## config.mk

```make
export PLATFORM = sky130hd
export DESIGN_NAME = clock_period_meter_flat
export DESIGN_NICKNAME = d
export VERILOG_FILES = /design/src/rtl/clock_period_meter_if.sv /design/src/rtl/clock_period_meter.sv /design/src/flat_wrapper.sv
export SDC_FILE = /design/constraint.sdc
export NUM_CORES = 1
export LEC_CHECK = 0
export CAP_MARGIN = 30
export CORE_MARGIN = 2
export CORE_UTILIZATION = 55
export DETAILED_ROUTE_END_ITERATION = 8
export PLACE_DENSITY = 0.76
export RECOVER_POWER = 100
export SLEW_MARGIN = 10
export SYNTH_ARGS = -nofsm -noshare
export SYNTH_HDL_FRONTEND = slang
export SYNTH_SLANG_ARGS = --single-unit
```

## constraint.sdc

```tcl
create_clock -name i_clk -period 7.65 [get_ports i_clk]
set_input_delay 1.53 -clock i_clk [delete_from_list [all_inputs] [get_ports i_clk]]
set_output_delay 1.53 -clock i_clk [all_outputs]
set_load 0.05 [all_outputs]
```

## src/rtl/clock_period_meter_if.sv

```systemverilog
// rtl/clock_period_meter_if.sv - signal bundle between the measured input, the meter and its consumer
//
// Purpose: groups the measured signal and the measurement results of clock_period_meter.
// Signals:
//   i_sig        measured square wave, asynchronous to the meter clock
//   o_tick       1-cycle pulse per detected rising edge
//   o_valid      1-cycle pulse when o_period/o_high_time were just updated
//   o_period     last measured period in meter clock cycles
//   o_high_time  last measured high time in meter clock cycles
//   o_locked     measurements are current
//   o_timeout    input declared lost
// Modports: master = meter side, slave = source/consumer side.
interface clock_period_meter_if #(
    parameter int CNT_W = 32
);
    logic             i_sig;
    logic             o_tick;
    logic             o_valid;
    logic [CNT_W-1:0] o_period;
    logic [CNT_W-1:0] o_high_time;
    logic             o_locked;
    logic             o_timeout;

    modport master (
        input  i_sig,
        output o_tick, o_valid, o_period, o_high_time, o_locked, o_timeout
    );

    modport slave (
        output i_sig,
        input  o_tick, o_valid, o_period, o_high_time, o_locked, o_timeout
    );
endinterface

```

## src/rtl/clock_period_meter.sv

```systemverilog
// rtl/clock_period_meter.sv - period / high-time meter for a slow free-running square wave
//
// Purpose: synchronises i_sig, detects rising edges, counts i_clk cycles per period and
// cycles spent high, publishes each completed measurement with a one-cycle o_valid and
// declares the input lost after TIMEOUT cycles without a rising edge.
// Ports:
//   i_clk      system clock, all logic on posedge
//   i_reset_n  asynchronous active-low reset
//   bus        clock_period_meter_if.master (i_sig in; o_tick, o_valid, o_period,
//              o_high_time, o_locked, o_timeout out; all outputs registered)
module clock_period_meter #(
    parameter int CNT_W       = 32,
    parameter int SYNC_STAGES = 2,
    parameter int TIMEOUT     = 2_000_000
) (
    input  logic                  i_clk,
    input  logic                  i_reset_n,
    clock_period_meter_if.master  bus
);
    localparam logic [CNT_W-1:0] TIMEOUT_C = CNT_W'(TIMEOUT);

    typedef enum logic [1:0] {IDLE, ARMED, MEASURE, LOST} state_t;

    logic [SYNC_STAGES-1:0] sync_q;
    logic                   s_dly_q;
    logic                   s;
    logic                   rise;

    state_t                 state_q;
    logic [CNT_W-1:0]       cnt_q, hcnt_q;
    logic [CNT_W-1:0]       cnt_d, hcnt_d;
    logic                   tick_q, valid_q, locked_q, timeout_q;
    logic [CNT_W-1:0]       period_q, high_q;

    assign s    = sync_q[SYNC_STAGES-1];
    assign rise = s & ~s_dly_q;

    // Free-running increments; the high counter only advances while the
    // synchronised input is high. TIMEOUT <= 2**CNT_W-1 keeps cnt from wrapping.
    always_comb begin
        cnt_d  = cnt_q + 1'b1;
        hcnt_d = hcnt_q + {{(CNT_W-1){1'b0}}, s};
    end

    always_ff @(posedge i_clk or negedge i_reset_n) begin
        if (!i_reset_n) begin
            sync_q  <= '0;
            s_dly_q <= 1'b0;
        end else begin
            sync_q  <= {sync_q[SYNC_STAGES-2:0], bus.i_sig};
            s_dly_q <= s;
        end
    end

    always_ff @(posedge i_clk or negedge i_reset_n) begin
        if (!i_reset_n) begin
            state_q   <= IDLE;
            cnt_q     <= '0;
            hcnt_q    <= '0;
            tick_q    <= 1'b0;
            valid_q   <= 1'b0;
            locked_q  <= 1'b0;
            timeout_q <= 1'b0;
            period_q  <= '0;
            high_q    <= '0;
        end else begin
            tick_q  <= rise;
            valid_q <= 1'b0;
            case (state_q)
                IDLE: begin
                    if (rise) begin
                        cnt_q   <= CNT_W'(1);
                        hcnt_q  <= CNT_W'(1);
                        state_q <= ARMED;
                    end
                end
                ARMED, MEASURE: begin
                    // A rise on the TIMEOUT cycle is a valid measurement, not a loss.
                    if (rise) begin
                        cnt_q    <= CNT_W'(1);
                        hcnt_q   <= CNT_W'(1);
                        period_q <= cnt_q;
                        high_q   <= hcnt_q;
                        valid_q  <= 1'b1;
                        locked_q <= 1'b1;
                        state_q  <= MEASURE;
                    end else if (cnt_q == TIMEOUT_C) begin
                        timeout_q <= 1'b1;
                        locked_q  <= 1'b0;
                        period_q  <= '0;
                        high_q    <= '0;
                        state_q   <= LOST;
                    end else begin
                        cnt_q  <= cnt_d;
                        hcnt_q <= hcnt_d;
                    end
                end
                LOST: begin
                    // The first edge after loss only re-arms; the next one measures.
                    if (rise) begin
                        cnt_q     <= CNT_W'(1);
                        hcnt_q    <= CNT_W'(1);
                        timeout_q <= 1'b0;
                        state_q   <= ARMED;
                    end
                end
                default: state_q <= IDLE;
            endcase
        end
    end

    assign bus.o_tick      = tick_q;
    assign bus.o_valid     = valid_q;
    assign bus.o_period    = period_q;
    assign bus.o_high_time = high_q;
    assign bus.o_locked    = locked_q;
    assign bus.o_timeout   = timeout_q;
endmodule

```

## src/flat_wrapper.sv

```systemverilog
// flat-port wrapper written by rule: the top's interface ports become plain ports
module clock_period_meter_flat 
#(
    parameter int CNT_W       = 32,
    parameter int SYNC_STAGES = 2,
    parameter int TIMEOUT     = 2_000_000
)
  (i_clk, i_reset_n, bus_i_sig, bus_o_tick, bus_o_valid, bus_o_period, bus_o_high_time, bus_o_locked, bus_o_timeout);
  clock_period_meter_if #(.CNT_W(CNT_W)) bus_i ();
  input  logic i_clk;
  input  logic i_reset_n;
  input wire logic [$bits(bus_i.i_sig)-1:0] bus_i_sig;
  output wire logic [$bits(bus_i.o_tick)-1:0] bus_o_tick;
  output wire logic [$bits(bus_i.o_valid)-1:0] bus_o_valid;
  output wire logic [$bits(bus_i.o_period)-1:0] bus_o_period;
  output wire logic [$bits(bus_i.o_high_time)-1:0] bus_o_high_time;
  output wire logic [$bits(bus_i.o_locked)-1:0] bus_o_locked;
  output wire logic [$bits(bus_i.o_timeout)-1:0] bus_o_timeout;
  assign bus_i.i_sig = bus_i_sig;
  assign bus_o_tick = bus_i.o_tick;
  assign bus_o_valid = bus_i.o_valid;
  assign bus_o_period = bus_i.o_period;
  assign bus_o_high_time = bus_i.o_high_time;
  assign bus_o_locked = bus_i.o_locked;
  assign bus_o_timeout = bus_i.o_timeout;
  clock_period_meter #(.CNT_W(CNT_W), .SYNC_STAGES(SYNC_STAGES), .TIMEOUT(TIMEOUT)) u_core (.i_clk(i_clk), .i_reset_n(i_reset_n), .bus(bus_i));
endmodule
```

---- Word-level counts from Yosys, hierarchy flattened ----
Cells that the tools add are included.
word-level totals
  logic and storage cells ................. 56
  input port bits ......................... 3
  output and inout port bits .............. 68
  bits in read-only memories .............. 0
  register bits ........................... 137
  memories ................................ 0
  RAM bits ................................ 0
  bits in latches ......................... 0
cells by class
  reduce and logical (&&, ||, !) cells .... 9
  order comparisons ....................... 0
  equal/unequal tests ..................... 10
  shift operators ......................... 0
  muxes and demuxes ....................... 22
  divide/modulo/power cells ............... 0
  bitwise operators ....................... 2
  $mul .................................... 0
  $add $sub $neg .......................... 2
operators with widths
  kind                     count
  $mux W32                 8
  $pmux W32 S2             2
  $add A32 B1 Y32          1
  $add A32 B1 Y32 const B  1
  $eq A32 B21 Y1 const B   1
  $mux W1                  7
  $mux W2                  3
  $ne A2 B1 Y1 const B     3
  $reduce_and A2 Y1        3
  $eq A2 B2 Y1 const B     2
  $pmux W2 S2              1
  $reduce_and A4 Y1        1
  $reduce_bool A2 Y1       2
  $reduce_or A2 Y1         2
  $ne A3 B1 Y1 const B     1
  $ne A3 B2 Y1 const B     1
  $eq A2 B1 Y1 const B     1
  $logic_not A2 Y1         1
  $ne A2 B2 Y1 const B     1
  $pmux W1 S2              1
  $and A1 B1 Y1            1
  $not A1 Y1               1

---- Longest topological paths before layout ----
  depth in word-level cells ............... 4
  gate-level depth with buffers ........... 10
  mapped depth without buffers ............ 7

---- Worst setup path before layout ----
OpenSTA, ideal clock, no wires.
  path type ............................... reg-to-reg
  from .................................... reg u_core.cnt_q[0]
  to ...................................... reg u_core.hcnt_q[0]
  cell stages (with the launch flop) ...... 11
  setup slack ............................. 5171 ps
  clock period less this slack ............ 2479 ps
  setup time .............................. 134 ps
  data arrival time ....................... 2345 ps
  required time ........................... 7516 ps
  buffers on the path ..................... 3
  cells stage by stage .................... dfrtp_1 -> inv_1 -> ha_1 -> or4b_1 -> or4_4 -> buf_6 -> o21ai_2 -> buf_4 -> buf_6 -> mux2i_1 -> nand2_1
between the ends
  word-level cells in the longest chain between the ends .. 3
RTL lines
  what                         RTL line                  text
  start: declaration           clock_period_meter.sv:30  logic [CNT_W-1:0] cnt_q, hcnt_q;
  start signal: assignment     clock_period_meter.sv:94  cnt_q <= cnt_d;
  $eq A32 B21 Y1               clock_period_meter.sv:87  end else if (cnt_q == TIMEOUT_C) begin
  $ne A3 B2 Y1 (no line)       n/a
  $reduce_and A2 Y1 (no line)  n/a
  end signal: assignment       clock_period_meter.sv:95  hcnt_q <= hcnt_d;
  end: declaration             clock_period_meter.sv:30
No other way between the ends.
A chain may end at the register's enable or synchronous reset.

---- Final worst setup path ----
  from .................................... reg u_core.state_q[0]
  to ...................................... reg u_core.high_q[13], in the netlist u_core.bus.o_high_time[13]
between the ends
  word-level cells in the longest chain between the ends .. 3
  elaborated cells between the ends (all ways) .. 4
  those cells by class .................... eq/ne (2); reduce/logical (2)
RTL lines
  what                                                 RTL line                  text
  start: declaration                                   clock_period_meter.sv:29  state_t state_q;
  start signal: assignment                             clock_period_meter.sv:57  state_q <= IDLE;
  start signal: assignment                             clock_period_meter.sv:74  state_q <= ARMED;
  start signal: assignment                             clock_period_meter.sv:86  state_q <= MEASURE;
  $eq A2 B1 Y1 / $eq A2 B2 Y1 (equally long branches)  clock_period_meter.sv:69  case (state_q)
  $reduce_or A2 Y1 (*)                                 clock_period_meter.sv:69
  $reduce_and A2 Y1 (no line) (*)                      n/a
  end signal: assignment                               clock_period_meter.sv:83  high_q <= hcnt_q;
  end: declaration                                     clock_period_meter.sv:33  logic [CNT_W-1:0] period_q, high_q;
Every way passes the cells marked *; elsewhere a longest branch is shown, timed or not.

==> run metrics <==
number of detailed-route iterations in the first pass=5; Ys Warns=0; met2 capacity usage during global routing=0.3804; Port Buffers=70; remaining global-route overflow=0; number of buffers created by CTS=17; endpoint of the most critical register-to-register path=u_core.bus.o_high_time[13]; post-synth net total=549; Filler Cells Inserted=792; start point of the critical path=u_core.state_q[0]; number of instances in the synthesized netlist=541; Post-CTS Resized=0; aggregate routed wire length=13410 um; Final TNS setup=0 ps; static power due to leakage=3.419 nW; FF+latch count, synth=137; failing checks=max-capacitance violations, max-slew violations; hold path depth=0; vias after detailed routing=4739; met1 capacity usage during global routing=0.3450; switching part of the total power=0.3243; crit path cell chain=ha_1 -> inv_1 -> nor2_1 -> clkbuf_1 -> a22o_1; Max Clock Freq=208.9 MHz; setup repair bufs after CTS=0; run status=finished, violations left; combined buffer and inverter count along the critical path=2; overall routing resource usage=0.2442; final number of hold-violating endpoints=0; Area Overhead vs Synth=21.86%; sequential group share of total power=0.405; clock transition at the registers of the reported paths=60 ps; pin count of the biggest net entering global routing=62; clock tree root driver cell=sky130_fd_sc_hd__clkbuf_8; internal cell power=0.001342 W; met3 layer usage reported by global route=0.05320; die outline area=11810 sq um; clock sink count=137; Period minus WS final=4788 ps; Crit Path Max Fanout=34; launch instance of the worst register-to-register path=u_core.state_q[0]; Peak supply drop=0.1893 mV; worst setup slack for register-to-register paths=2860 ps; final hold slack=354.4 ps; max-slew violations=188; Worst Hold Endpoint=u_core.sync_q[1]; number of cell rows=38; crit end category=flip-flop; violation count after the first detailed-routing iteration=349; kind of launch point of the worst setup path=flip-flop; Clock Skew=7.918 ps; initial antenna violation count=0; final-report setup violation count=0; signal arrival time at the worst endpoint=5240 ps; switching pwr=0.0006440 W; Final Core Density=0.6835; starting density of the core=0.5609; n_diodes=0; placed instance count=722; GRT busiest layer=met2; critical path data required time=8100 ps; number of distinct library cell variants in the gate-level netlist after synthesis=40; horizontal die dimension=108.7 um; max-cap check violation count=5; hold path startpoint=u_core.sync_q[0]; cts-stage hold buffer count=0; vertical die dimension=108.7 um; Power Dens Cells=270.4 nW/um^2; layout cells sized above 1=0.06807; portion of total power attributed to the clock network=0.408; cell with the largest stage delay on the worst path=sky130_fd_sc_hd__nor2_1; total number of nets in the final design=612; Period Utilization, post-route=0.6258; power after layout=0.001986 W; antenna-violating nets left=0; via count of the first global-routing pass=4625; half-perimeter wire length of the detailed placement result=8456 um; IO Pins=71; number of cells in the finished layout apart from fillers=757; clock insertion delay at the later pin of the skew report=520 ps; worst min path class=flip-flop to flip-flop; Seq/Total Area, Yosys=0.5688; WL per Instance=17.71 um; number of vias per cell=6.260; cell area after synthesis=6027 sq um; transition time at the pin with the least slew margin=2923 ps; count of H-tree levels built during CTS=4; DR DRC count=0; post-synthesis area per instance=11.14 sq um; TritonCTS clock tree=yes; setup repair after global routing missed its margin=false; worst setup path class=flip-flop to flip-flop; maximum clock insertion buffer count=2; gpl congestion=0.8528; length in cells of the worst reg-to-reg path=5; slew margin rel.=-0.9488; Core Region=10750 sq um; wire length of the first global-routing pass=22650 um; power share of the combinational group=0.187; critical path's top delay family=simple AND/OR/NAND/NOR gates; slowest stage delay, CP=1830 ps
layout make-up:
class                           count  area, sq um  area share
Sequential cell                   137         3428      0.4668
Multi-Input combinational cell    358         2347      0.3196
Timing Repair Buffer               82        773.2      0.1053
Clock buffer                       18        427.9     0.05826
Tap cell                          140        175.2     0.02385
Clock inverter                     14        162.7     0.02215
Inverter                            8        30.03    0.004089
worst max-delay path by stage:
stage | depth (start not counted) | end
floorplan | 10 | u_core.hcnt_q[0]
global placement | 5 | u_core.cnt_q[1]
detailed placement | 8 | u_core.bus.o_period[9]
CTS | 1 | bus_o_period[5]
global route | 5 | u_core.bus.o_high_time[14]
finish | 5 | u_core.bus.o_high_time[13]
worst reg2reg max path, cell delays in order (launching register included):
cell	delay, ps
sky130_fd_sc_hd__dfrtp_1	400
sky130_fd_sc_hd__ha_1	740
sky130_fd_sc_hd__inv_1	250
sky130_fd_sc_hd__nor2_1	1830
sky130_fd_sc_hd__clkbuf_1	1180
sky130_fd_sc_hd__a22o_1	310
layer usage:
metal | vias up | wire (um)
li1 | 2143 | -
met1 | 2426 | 6111
met2 | 156 | 6405
met3 | 14 | 758
met4 | 0 | 129
met5 | - | 0
metrics by stage:
stage / cell area, sq um / worst slack (ps)
4_1_cts: 7380 / 4393
2_1_floorplan: 6027 / 5171
3_5_place_dp: 6789 / 4620
6_report: 7345 / 2862
3_3_place_gp: 6754 / 4519
5_1_grt: 7345 / 2401
cell usage after synthesis (all sizes together):
library cell / instances / share of area
mux2i: 3 / 0.0050
or3b: 1 / 0.0015
xnor2: 5 / 0.0073
nand2b: 2 / 0.0021
o21ai: 18 / 0.016
or4b: 2 / 0.0033
or4: 12 / 0.016
buf: 13 / 0.020
nand2: 34 / 0.021
nor4: 10 / 0.010
a31oi: 1 / 0.0010
or3: 14 / 0.015
clkbuf: 25 / 0.016
o31ai: 3 / 0.0037
nor4b: 2 / 0.0029
nor2: 47 / 0.031
a22o: 64 / 0.093
nor3: 7 / 0.0058
and3: 4 / 0.0042
o31a: 1 / 0.0015
dfrtp: 137 / 0.57
nand3: 31 / 0.026
xor2: 31 / 0.045
ha: 5 / 0.010
nand4: 17 / 0.018
o211ai: 14 / 0.017
o21a: 1 / 0.0012
and4: 2 / 0.0029
a21oi: 15 / 0.012
inv: 8 / 0.0050
o2111ai: 10 / 0.015
a21o: 1 / 0.0012
o2111a: 1 / 0.0019
logic make-up (layout without fill, tap and decap cells):
family,after synthesis,count (layout),synth area share
AO/OA/AOI/OAI,129,129,0.1642
XOR/XNOR,36,36,0.05231
adder cells (fa/ha/maj),5,5,0.01038
buffers and inverters,46,122,0.04110
flip-flops,137,137,0.5688
multiplexers,3,3,0.004983
AND/OR/NAND/NOR,185,185,0.1582
sequential cells by signal, summed over array words and instances, names as in the netlist:
name and flops:
u_core.bus.o_tick 1, u_core.bus.o_high_time 32, u_core.cnt_q 32, u_core.bus.o_period 32
u_core.s_dly_q 1, u_core.bus.o_valid 1, u_core.hcnt_q 32, u_core.bus.o_timeout 1
u_core.bus.o_locked 1, u_core.sync_q 2, u_core.state_q 2
power by group through the flow:
stage	sequential, W	combinational (W)	clock (W)
6_report	0.000804	0.000371	0.000811
5_1_grt	0.000810	0.000408	0.000846
4_1_cts	0.000804	0.000399	0.000816
3_5_place_dp	0.000816	0.000396	0
3_3_place_gp	0.000814	0.000370	0
2_1_floorplan	0.000877	0.000231	0
placed cells by master, fill, tap and decap left out, types with 3 or more instances in the layout:
master and count:
sky130_fd_sc_hd__a22o_1 64, sky130_fd_sc_hd__or4_1 11, sky130_fd_sc_hd__dfrtp_1 137, sky130_fd_sc_hd__o21ai_0 17
sky130_fd_sc_hd__nor4_1 10, sky130_fd_sc_hd__mux2i_1 3, sky130_fd_sc_hd__xnor2_1 5, sky130_fd_sc_hd__o31ai_1 3
sky130_fd_sc_hd__clkbuf_16 16, sky130_fd_sc_hd__or3_1 14, sky130_fd_sc_hd__nand4_1 17, sky130_fd_sc_hd__nand2_1 34
sky130_fd_sc_hd__inv_1 8, sky130_fd_sc_hd__xor2_1 31, sky130_fd_sc_hd__nand3_1 31, sky130_fd_sc_hd__inv_6 4
sky130_fd_sc_hd__ha_1 5, sky130_fd_sc_hd__and3_1 4, sky130_fd_sc_hd__clkinv_4 5, sky130_fd_sc_hd__dlygate4sd3_1 69
sky130_fd_sc_hd__o211ai_1 14, sky130_fd_sc_hd__clkbuf_1 6, sky130_fd_sc_hd__nor2_1 47, sky130_fd_sc_hd__nor3_1 7
sky130_fd_sc_hd__a21oi_1 15, sky130_fd_sc_hd__buf_4 4, sky130_fd_sc_hd__o2111ai_1 10
(Power assumes the default switching activity.)
